## src/rtl/mmio_host_port.sv

```systemverilog
// mmio_host_port
// Watches the CPU data-memory store bus for two magic addresses and turns them
// into host-side services: a byte-wide console stream buffered in a small FIFO,
// and an exit register that ends the run. It also runs a watchdog that ends the
// run after a fixed number of cycles if the program never writes the exit register.
//
// State table (FSM in the second always_ff below):
//   state      | meaning
//   ST_RUN     | program executing; stores are decoded, cycle_count advances
//   ST_HALTED  | program wrote EXIT_ADDR; terminal until reset
//   ST_TIMEOUT | TIMEOUT_CYCLES elapsed with no exit; terminal until reset
//
// Ports
//   clk          in   rising-edge clock
//   resetn       in   asynchronous active-low reset
//   mem_wr_en    in   CPU store strobe
//   mem_addr     in   CPU store byte address
//   mem_data_in  in   CPU store data
//   char_valid   out  console FIFO not empty
//   char_data    out  console FIFO head byte
//   char_ready   in   sink takes the head byte this cycle
//   halted       out  run ended through EXIT_ADDR
//   timed_out    out  run ended through the watchdog
//   exit_code    out  word written to EXIT_ADDR
//   cycle_count  out  edges spent in ST_RUN
//   overflow     out  sticky; a console byte was dropped on a full FIFO
module mmio_host_port #(
    parameter logic [31:0] CONSOLE_ADDR   = 32'h0000_0400,
    parameter logic [31:0] EXIT_ADDR      = 32'h0000_0404,
    parameter int unsigned FIFO_DEPTH     = 8,
    parameter int unsigned TIMEOUT_CYCLES = 1000
) (
    input  logic        clk,
    input  logic        resetn,
    input  logic        mem_wr_en,
    input  logic [31:0] mem_addr,
    input  logic [31:0] mem_data_in,
    output logic        char_valid,
    output logic [7:0]  char_data,
    input  logic        char_ready,
    output logic        halted,
    output logic        timed_out,
    output logic [31:0] exit_code,
    output logic [31:0] cycle_count,
    output logic        overflow
);

    localparam int unsigned AW       = $clog2(FIFO_DEPTH);
    localparam logic [31:0] TC_LAST  = 32'(TIMEOUT_CYCLES - 1);

    typedef enum logic [1:0] {
        ST_RUN     = 2'd0,
        ST_HALTED  = 2'd1,
        ST_TIMEOUT = 2'd2
    } state_e;

    state_e      state_q;
    logic [31:0] cycle_count_q;
    logic [31:0] exit_code_q;
    logic        halted_q;
    logic        timed_out_q;
    logic        overflow_q;

    logic [7:0]  mem_q [FIFO_DEPTH];
    // One extra pointer bit separates full (MSBs differ) from empty (equal).
    logic [AW:0] wr_ptr_q, wr_ptr_d;
    logic [AW:0] rd_ptr_q, rd_ptr_d;

    logic in_run;
    logic exit_hit;
    logic cons_hit;
    logic fifo_empty;
    logic fifo_full;
    logic pop;
    logic push;
    logic drop;

    assign in_run     = (state_q == ST_RUN);
    assign exit_hit   = in_run && mem_wr_en && (mem_addr == EXIT_ADDR);
    assign cons_hit   = in_run && mem_wr_en && (mem_addr == CONSOLE_ADDR);
    assign fifo_empty = (wr_ptr_q == rd_ptr_q);
    assign fifo_full  = (wr_ptr_q[AW] != rd_ptr_q[AW]) &&
                        (wr_ptr_q[AW-1:0] == rd_ptr_q[AW-1:0]);
    assign pop        = !fifo_empty && char_ready;
    // A pop on a full FIFO frees the slot the push lands in; on an empty FIFO
    // pop is already 0, so push-and-pop degenerates to push only.
    assign push       = cons_hit && (!fifo_full || pop);
    assign drop       = cons_hit && fifo_full && !pop;

    always_comb begin
        wr_ptr_d = wr_ptr_q;
        rd_ptr_d = rd_ptr_q;
        if (push) wr_ptr_d = wr_ptr_q + 1'b1;
        if (pop)  rd_ptr_d = rd_ptr_q + 1'b1;
    end

    always_ff @(posedge clk or negedge resetn) begin
        if (!resetn) begin
            wr_ptr_q   <= '0;
            rd_ptr_q   <= '0;
            overflow_q <= 1'b0;
            for (int i = 0; i < int'(FIFO_DEPTH); i++) begin
                mem_q[i] <= 8'h00;
            end
        end else begin
            wr_ptr_q <= wr_ptr_d;
            rd_ptr_q <= rd_ptr_d;
            if (push) mem_q[wr_ptr_q[AW-1:0]] <= mem_data_in[7:0];
            if (drop) overflow_q <= 1'b1;
        end
    end

    always_ff @(posedge clk or negedge resetn) begin
        if (!resetn) begin
            state_q       <= ST_RUN;
            cycle_count_q <= 32'd0;
            exit_code_q   <= 32'd0;
            halted_q      <= 1'b0;
            timed_out_q   <= 1'b0;
        end else begin
            case (state_q)
                ST_RUN: begin
                    cycle_count_q <= cycle_count_q + 32'd1;
                    // Exit takes priority over the watchdog on the same edge.
                    if (exit_hit) begin
                        state_q     <= ST_HALTED;
                        halted_q    <= 1'b1;
                        exit_code_q <= mem_data_in;
                    end else if (cycle_count_q == TC_LAST) begin
                        state_q     <= ST_TIMEOUT;
                        timed_out_q <= 1'b1;
                    end
                end
                ST_HALTED:  state_q <= ST_HALTED;
                ST_TIMEOUT: state_q <= ST_TIMEOUT;
                default:    state_q <= ST_RUN;
            endcase
        end
    end

    assign char_valid  = !fifo_empty;
    assign char_data   = mem_q[rd_ptr_q[AW-1:0]];
    assign halted      = halted_q;
    assign timed_out   = timed_out_q;
    assign exit_code   = exit_code_q;
    assign cycle_count = cycle_count_q;
    assign overflow    = overflow_q;

endmodule

```

## config.mk

```make
export PLATFORM = sky130hd
export DESIGN_NAME = mmio_host_port
export DESIGN_NICKNAME = d
export VERILOG_FILES = /design/src/rtl/mmio_host_port.sv
export SDC_FILE = /design/constraint.sdc
export NUM_CORES = 1
export LEC_CHECK = 0
export ABC_AREA = 1
export CORE_MARGIN = 5
export CORE_UTILIZATION = 37
export DETAILED_ROUTE_END_ITERATION = 16
export HOLD_SLACK_MARGIN = 0.03
export PLACE_DENSITY = 0.62
export SKIP_CTS_REPAIR_TIMING = 1
export SLEW_MARGIN = 20
export SYNTH_ARGS = -nofsm -noshare
export SYNTH_HDL_FRONTEND = slang
export SYNTH_SLANG_ARGS = --single-unit
```

## constraint.sdc

```tcl
create_clock -name clk -period 1.6 [get_ports clk]
set_input_delay 0.32 -clock clk [delete_from_list [all_inputs] [get_ports clk]]
set_output_delay 0.32 -clock clk [all_outputs]
set_load 0.02 [all_outputs]
```

==> reports/results.txt, run 1 <==
run status = finished, violations left
failing checks = negative setup slack
Via Count = 7779
largest family of logic cells by synthesized area = simple AND/OR/NAND/NOR gates
I/O pins = 144
Post-Route WL = 25500 um
simple-gate portion of the synthesized area = 39.0%
Post-Syn Area = 7510 um2
cts bufs inserted = 17
Core ar. = 20100 um2
Clk Latency, worst-skew pair = 420 ps
Worst Setup Start Kind = flop
largest net degree at the start of global routing = 40
cell row count = 52
RSZ-0062 raised after global routing = yes
CP Data Arrival Time = 1720 ps
Synth Area in Compound Gates = 3.88%
Yosys top cell by area = dfrtp_1
Max Cap Violations = 0
Area Overhead vs Synth = 55.4%
Synth top area share = 47.0%
Adder-Cell Fraction of Synth Area = 0.500%
Crit Path Category = reg2out
combinational share of power = 29.3%
ANT cells = 0
yosys warns = 0
critical path peak fanout = 13
Final Power = 0.0115 W
post-synthesis area per instance = 7.56 um2
Antenna Nets Post-Route = 0
hpwl dp = 17100 um
R2R depth = 12
met3 WL = 1290 um
PortBufs = 143
slowest stage delay, CP = 440 ps
Fillers = 1767
CP dominant cell by count = nand2_1
CP endpoint kind = output pin
VDD IR max = 0.769 mV
internal power = 0.00790 W
vias in the first global route = 7357
vias per cell = 5.06
Pre-antenna DRT Iters = 5
final hold vios = 0
top sig layer = met4
CP delay by family, top = flip-flops
WL met1 = 11000 um
Bufs on Longest Clock Path = 2
layout cells sized above 1 = 23.9%
fin area = 11700 um2
largest cells by area after synthesis = dfrtp_1 47%, nand2_1 19%, nand4_1 5.7%
initial antenna violation count = 0
r2r setup slk = -340 ps
RePlAce Congestion = 0.853
min setup slack post-route = -444 ps
Final Non-Filler Cells = 1536
worst slew pin tran = 449 ps
CTS tree = yes
cell breakdown of the critical path = inv_4, buf_12, nor2_1, o22ai_1, nand2_1, nand2_1, buf_4
Netlist cell types = 31
Clock power frac = 38.5%
endpoints failing setup = 89
sequential share of the synthesized area = 47.0%
initial core utilization = 37.4%
PwrDens = 984 nW/um2
die area = 23200 um2
Final period util = 128%
Switching Share = 31.2%
Worst path depth = 7
Synth Register Bits = 141
Reg power frac = 32.3%
Sw Pwr = 0.00359 W
DRC = 0
post-layout min period = 2040 ps
Initial DRC Count = 465
Buf+Inv Stages, Crit Path = 3
Post-Synth XOR/XNOR Area = 3.03%
CTS H-Tree Depth = 4
Synth Instances = 994
final hold slack = 363 ps
Chip Height = 152 um
global-route wire length before repair = 38300 um
Placed Area = 10100 um2
Syn Nets = 1065
nets = 1324
most frequent cells in the layout = 312 x nand2_1, 135 x dfrtp_1, 108 x buf_4
commonest non-fill, non-tap cell in the layout = nand2_1
LEAKAGE = 6.72 nW
Req. time, crit path = 1280 ps
placed insts = 1484
Root Driver = clkbuf_16
GRT Util Overall = 20.2%
slowest CP cell = dfrtp_2
GRT Residual Overflow = 0
wire length per cell = 16.6 um
Slew Limit Fails = 0
Die Wd = 152 um
CTS clk-pin slew, worst paths = 60 ps
Tightest Hold Check Type = in2async
clk_skew = 10.9 ps
Slew headroom = 70.0%
Met2 Wirelength = 12400 um
fmax = 0.489 GHz
mux contribution to synthesized area = 0%
CTS sink cnt = 141
==> cells in the mapped netlist, drive strengths merged <==
library cell and count:
a21oi 1, and3 1, buf 24, clkbuf 22, clkinv 1, dfrtp 141, ha 3, inv 65
nand2 381, nand3 63, nand3b 1, nand4 77, nor2 119, nor3 17, o21ai 35, o21bai 1
o22ai 16, xnor2 4, xor2 22
==> layer usage <==
layer	global-route usage, %	up-vias
li1	-	3753
met1	26.1	3721
met2	33.4	256
met3	4.20	49
met4	7.68	0
met5	0	-
==> worst paths after layout <==
check / startpoint / endpoint
setup reg to reg: rd_ptr_q[0]$_DFFE_PN0P_ / mem_q[49]$_DFFE_PN0P_
min in group clk: mem_data_in[14] / exit_code[14]$_DFFE_PN0P_
hold / removal: resetn / cycle_count[21]$_DFFE_PN0N_
setup / recovery: rd_ptr_q[0]$_DFFE_PN0P_ / char_data[2]
max in group asynchronous: resetn / mem_q[4]$_DFFE_PN0P_
hold reg to reg: halted$_DFFE_PN0P_ / halted$_DFFE_PN0P_
==> worst register-to-register path, delay by kind of cell (launching register included) <==
kind / cells / cell delay [ps]
buf+inv: 5 / 640
flops: 1 / 440
simple gates: 7 / 750
==> power by group through the flow <==
stage | registers [W] | logic (W) | clock network [W]
2_1_floorplan | 0.00372 | 0.00159 | 0
3_3_place_gp | 0.00372 | 0.00294 | 0
3_5_place_dp | 0.00372 | 0.00295 | 0
4_1_cts | 0.00366 | 0.00297 | 0.00448
5_1_grt | 0.00371 | 0.00359 | 0.00464
6_report | 0.00371 | 0.00336 | 0.00442
==> registers in the layout, summed over array words and instances, names as in the netlist <==
name,cells
cycle_count,32
exit_code,32
halted,1
mem_q,64
overflow,1
rd_ptr_q,4
state_q,2
timed_out,1
wr_ptr_q,4
==> final cells by class <==
type,count,area [um2],share of cell area [%]
Tap cell,270,338,2.89
Inverter,66,258,2.21
Clock inverter,13,213,1.82
Multi-Input combinational cell,742,3880,33.3
Clock buffer,19,443,3.80
Timing Repair Buffer,285,3000,25.7
Sequential cell,141,3540,30.3
==> stage by stage <==
| stage | setup slack [ps] | utilization [%] | setup TNS, ps |
|---|---|---|---|
| floorplan | -14.5 | - | -14.5 |
| global placement | -455 | 50.3 | -46150 |
| detailed placement | -479 | 50.3 | -47610 |
| CTS | -941 | 53.5 | -42370 |
| global route | -485 | 58.0 | -31800 |
| finish | -444 | 58.0 | -22200 |
==> cell families after synthesis <==
kind of cell,count (synthesis)
compound gates,53
simple gates,659
fa+ha+maj,3
buf+inv,112
xor+xnor,26
flops,141
No activity file was read; power rests on OpenSTA's default activity.
==> inputs of run 2 (changes only) <==
- CORE_UTILIZATION: 37 -> 48
- PLACE_DENSITY: 0.62 -> 0.78
==> run 2 against run 1 <==
The run still ends with negative setup slack left. Sequential cell count is the same. Die area shrank 22%. Total power grew 8.6%. Utilization grew 20 points. Via count grew 11%. Register-to-register slack lost 140 ps. Non-clock buffer count grew 4. Design area grew 2.1%. Sequential share of layout area shrank 0.59 points. Sequential power is essentially flat. Critical path depth is the same. Largest cell class unchanged.
==> reports/results.txt, run 2 (same netlist as run 1, synthesis figures left out) <==
run status = finished, violations left
failing checks = negative setup slack
nets = 1329
CTS clk-pin slew, worst paths = 70 ps
CP Data Arrival Time = 1770 ps
CP delay by family, top = flip-flops
Die Wd = 135 um
CP endpoint kind = output pin
PortBufs = 143
critical path peak fanout = 4
GRT Residual Overflow = 0
fin area = 11900 um2
Area Overhead vs Synth = 58.6%
Core ar. = 15300 um2
RePlAce Congestion = 0.916
largest net degree at the start of global routing = 44
Clk Latency, worst-skew pair = 430 ps
cts bufs inserted = 17
Slew headroom = 65.3%
Most flops, register = mem_q
Max Cap Violations = 0
PwrDens = 1050 nW/um2
Sw Pwr = 0.00435 W
internal power = 0.00812 W
global-route wire length before repair = 37600 um
slowest stage delay, CP = 440 ps
vias per cell = 5.81
initial core utilization = 49.2%
cell row count = 45
cell breakdown of the critical path = buf_6, clkbuf_16, o21ai_4, o22ai_2, nand2_1, nand2_1, buf_6
die area = 18200 um2
Fillers = 888
wire length per cell = 19.5 um
clk_skew = 12.1 ps
hpwl dp = 16300 um
DRC = 0
CTS H-Tree Depth = 4
post-layout min period = 2090 ps
min setup slack post-route = -491 ps
endpoints failing setup = 116
ANT cells = 0
I/O pins = 144
Tightest Hold Check Type = in2async
fmax = 0.478 GHz
combinational share of power = 37.9%
CTS tree = yes
Worst Setup Start Kind = flop
most frequent cells in the layout = 323 x nand2_1, 133 x dfrtp_1, 106 x buf_4
Crit Path Category = reg2out
RSZ-0062 raised after global routing = yes
vias in the first global route = 7635
GRT Util Overall = 25.6%
max FFs per register = 64
Reg power frac = 29.7%
slowest CP cell = dfrtp_2
Antenna Nets Post-Route = 0
initial antenna violation count = 0
Bufs on Longest Clock Path = 2
Fin Setup TNS = -35110 ps
Req. time, crit path = 1280 ps
Via Count = 8617
Buf+Inv Stages, Crit Path = 3
final hold vios = 0
Placed Area = 9960 um2
layout cells sized above 1 = 27.1%
commonest non-fill, non-tap cell in the layout = nand2_1
Seq. cell area = 3540 um2
VDD IR max = 0.905 mV
LEAKAGE = 6.80 nW
worst slew pin tran = 519 ps
Root Driver = clkbuf_16
Pre-antenna DRT Iters = 6
Multi-input gate area = 4130 um2
Clock power frac = 32.4%
Switching Share = 34.9%
Chip Height = 135 um
CTS sink cnt = 141
Initial DRC Count = 1170
Slew Limit Fails = 0
Post-Route WL = 28900 um
Final period util = 131%
-- run 2: layer usage --
layer | up-vias | global-route usage [%] | routed length (um)
li1 | 3775 | - | -
met1 | 4079 | 31.9 | 10500
met2 | 579 | 43.8 | 14200
met3 | 184 | 5.44 | 2670
met4 | 0 | 9.91 | 1660
met5 | - | 0 | 0
-- run 2: worst register-to-register path: stages, from the launching register on --
cell,delay [ps]
dfrtp_2,440
buf_6,150
clkbuf_16,180
nand2_1,100
nand2_2,70
nor2_4,100
buf_4,150
nand3_4,170
buf_6,200
buf_12,140
nand4_1,140
nand2_1,100
-- run 2: worst paths after layout --
| path | cells past startpoint | slack, ps | to | from |
|---|---|---|---|---|
| setup / recovery | 7 | -490 | char_data[1] | rd_ptr_q[0]$_DFFE_PN0P_ |
| max in group asynchronous | 3 | 660 | cycle_count[14]$_DFFE_PN0N_ | resetn |
| hold / removal | 2 | 370 | cycle_count[29]$_DFFE_PN0N_ | resetn |
| hold reg to reg | 2 | 460 | halted$_DFFE_PN0P_ | halted$_DFFE_PN0P_ |
| min in group clk | 3 | 440 | exit_code[10]$_DFFE_PN0P_ | mem_data_in[10] |
| setup reg to reg | 11 | -480 | mem_q[16]$_DFFE_PN0P_ | rd_ptr_q[0]$_DFFE_PN0P_ |
-- run 2: power by group through the flow --
stage	combinational, W	sequential (W)	clock [W]
global placement	0.00288	0.00374	0
CTS	0.00292	0.00368	0.00402
detailed placement	0.00291	0.00374	0
floorplan	0.00159	0.00372	0
finish	0.00472	0.00371	0.00404
global route	0.00486	0.00371	0.00421
-- run 2: stage by stage --
stage / setup WS [ps] / cells / utilization, % / hold WS (ps) / power, W
after global routing: -565 / 1482 / 78.1 / 403 / 0.0128
after CTS: -987 / 1444 / 69.2 / -202 / 0.0106
after floorplan: -14.5 / 994 / - / 24.4 / 0.00531
after detailed placement: -510 / 1412 / 65.3 / 257 / 0.00665
final: -491 / 1482 / 78.1 / 371 / 0.0125
after global placement: -533 / 1412 / 65.3 / 259 / 0.00662
-- run 2: area by class of cell --
type	instances	share of cell area, %
Timing Repair Buffer	289	26.3
Sequential cell	141	29.7
Clock buffer	18	3.69
Clock inverter	14	1.31
Inverter	66	2.16
Tap cell	211	2.22
Multi-Input combinational cell	743	34.7
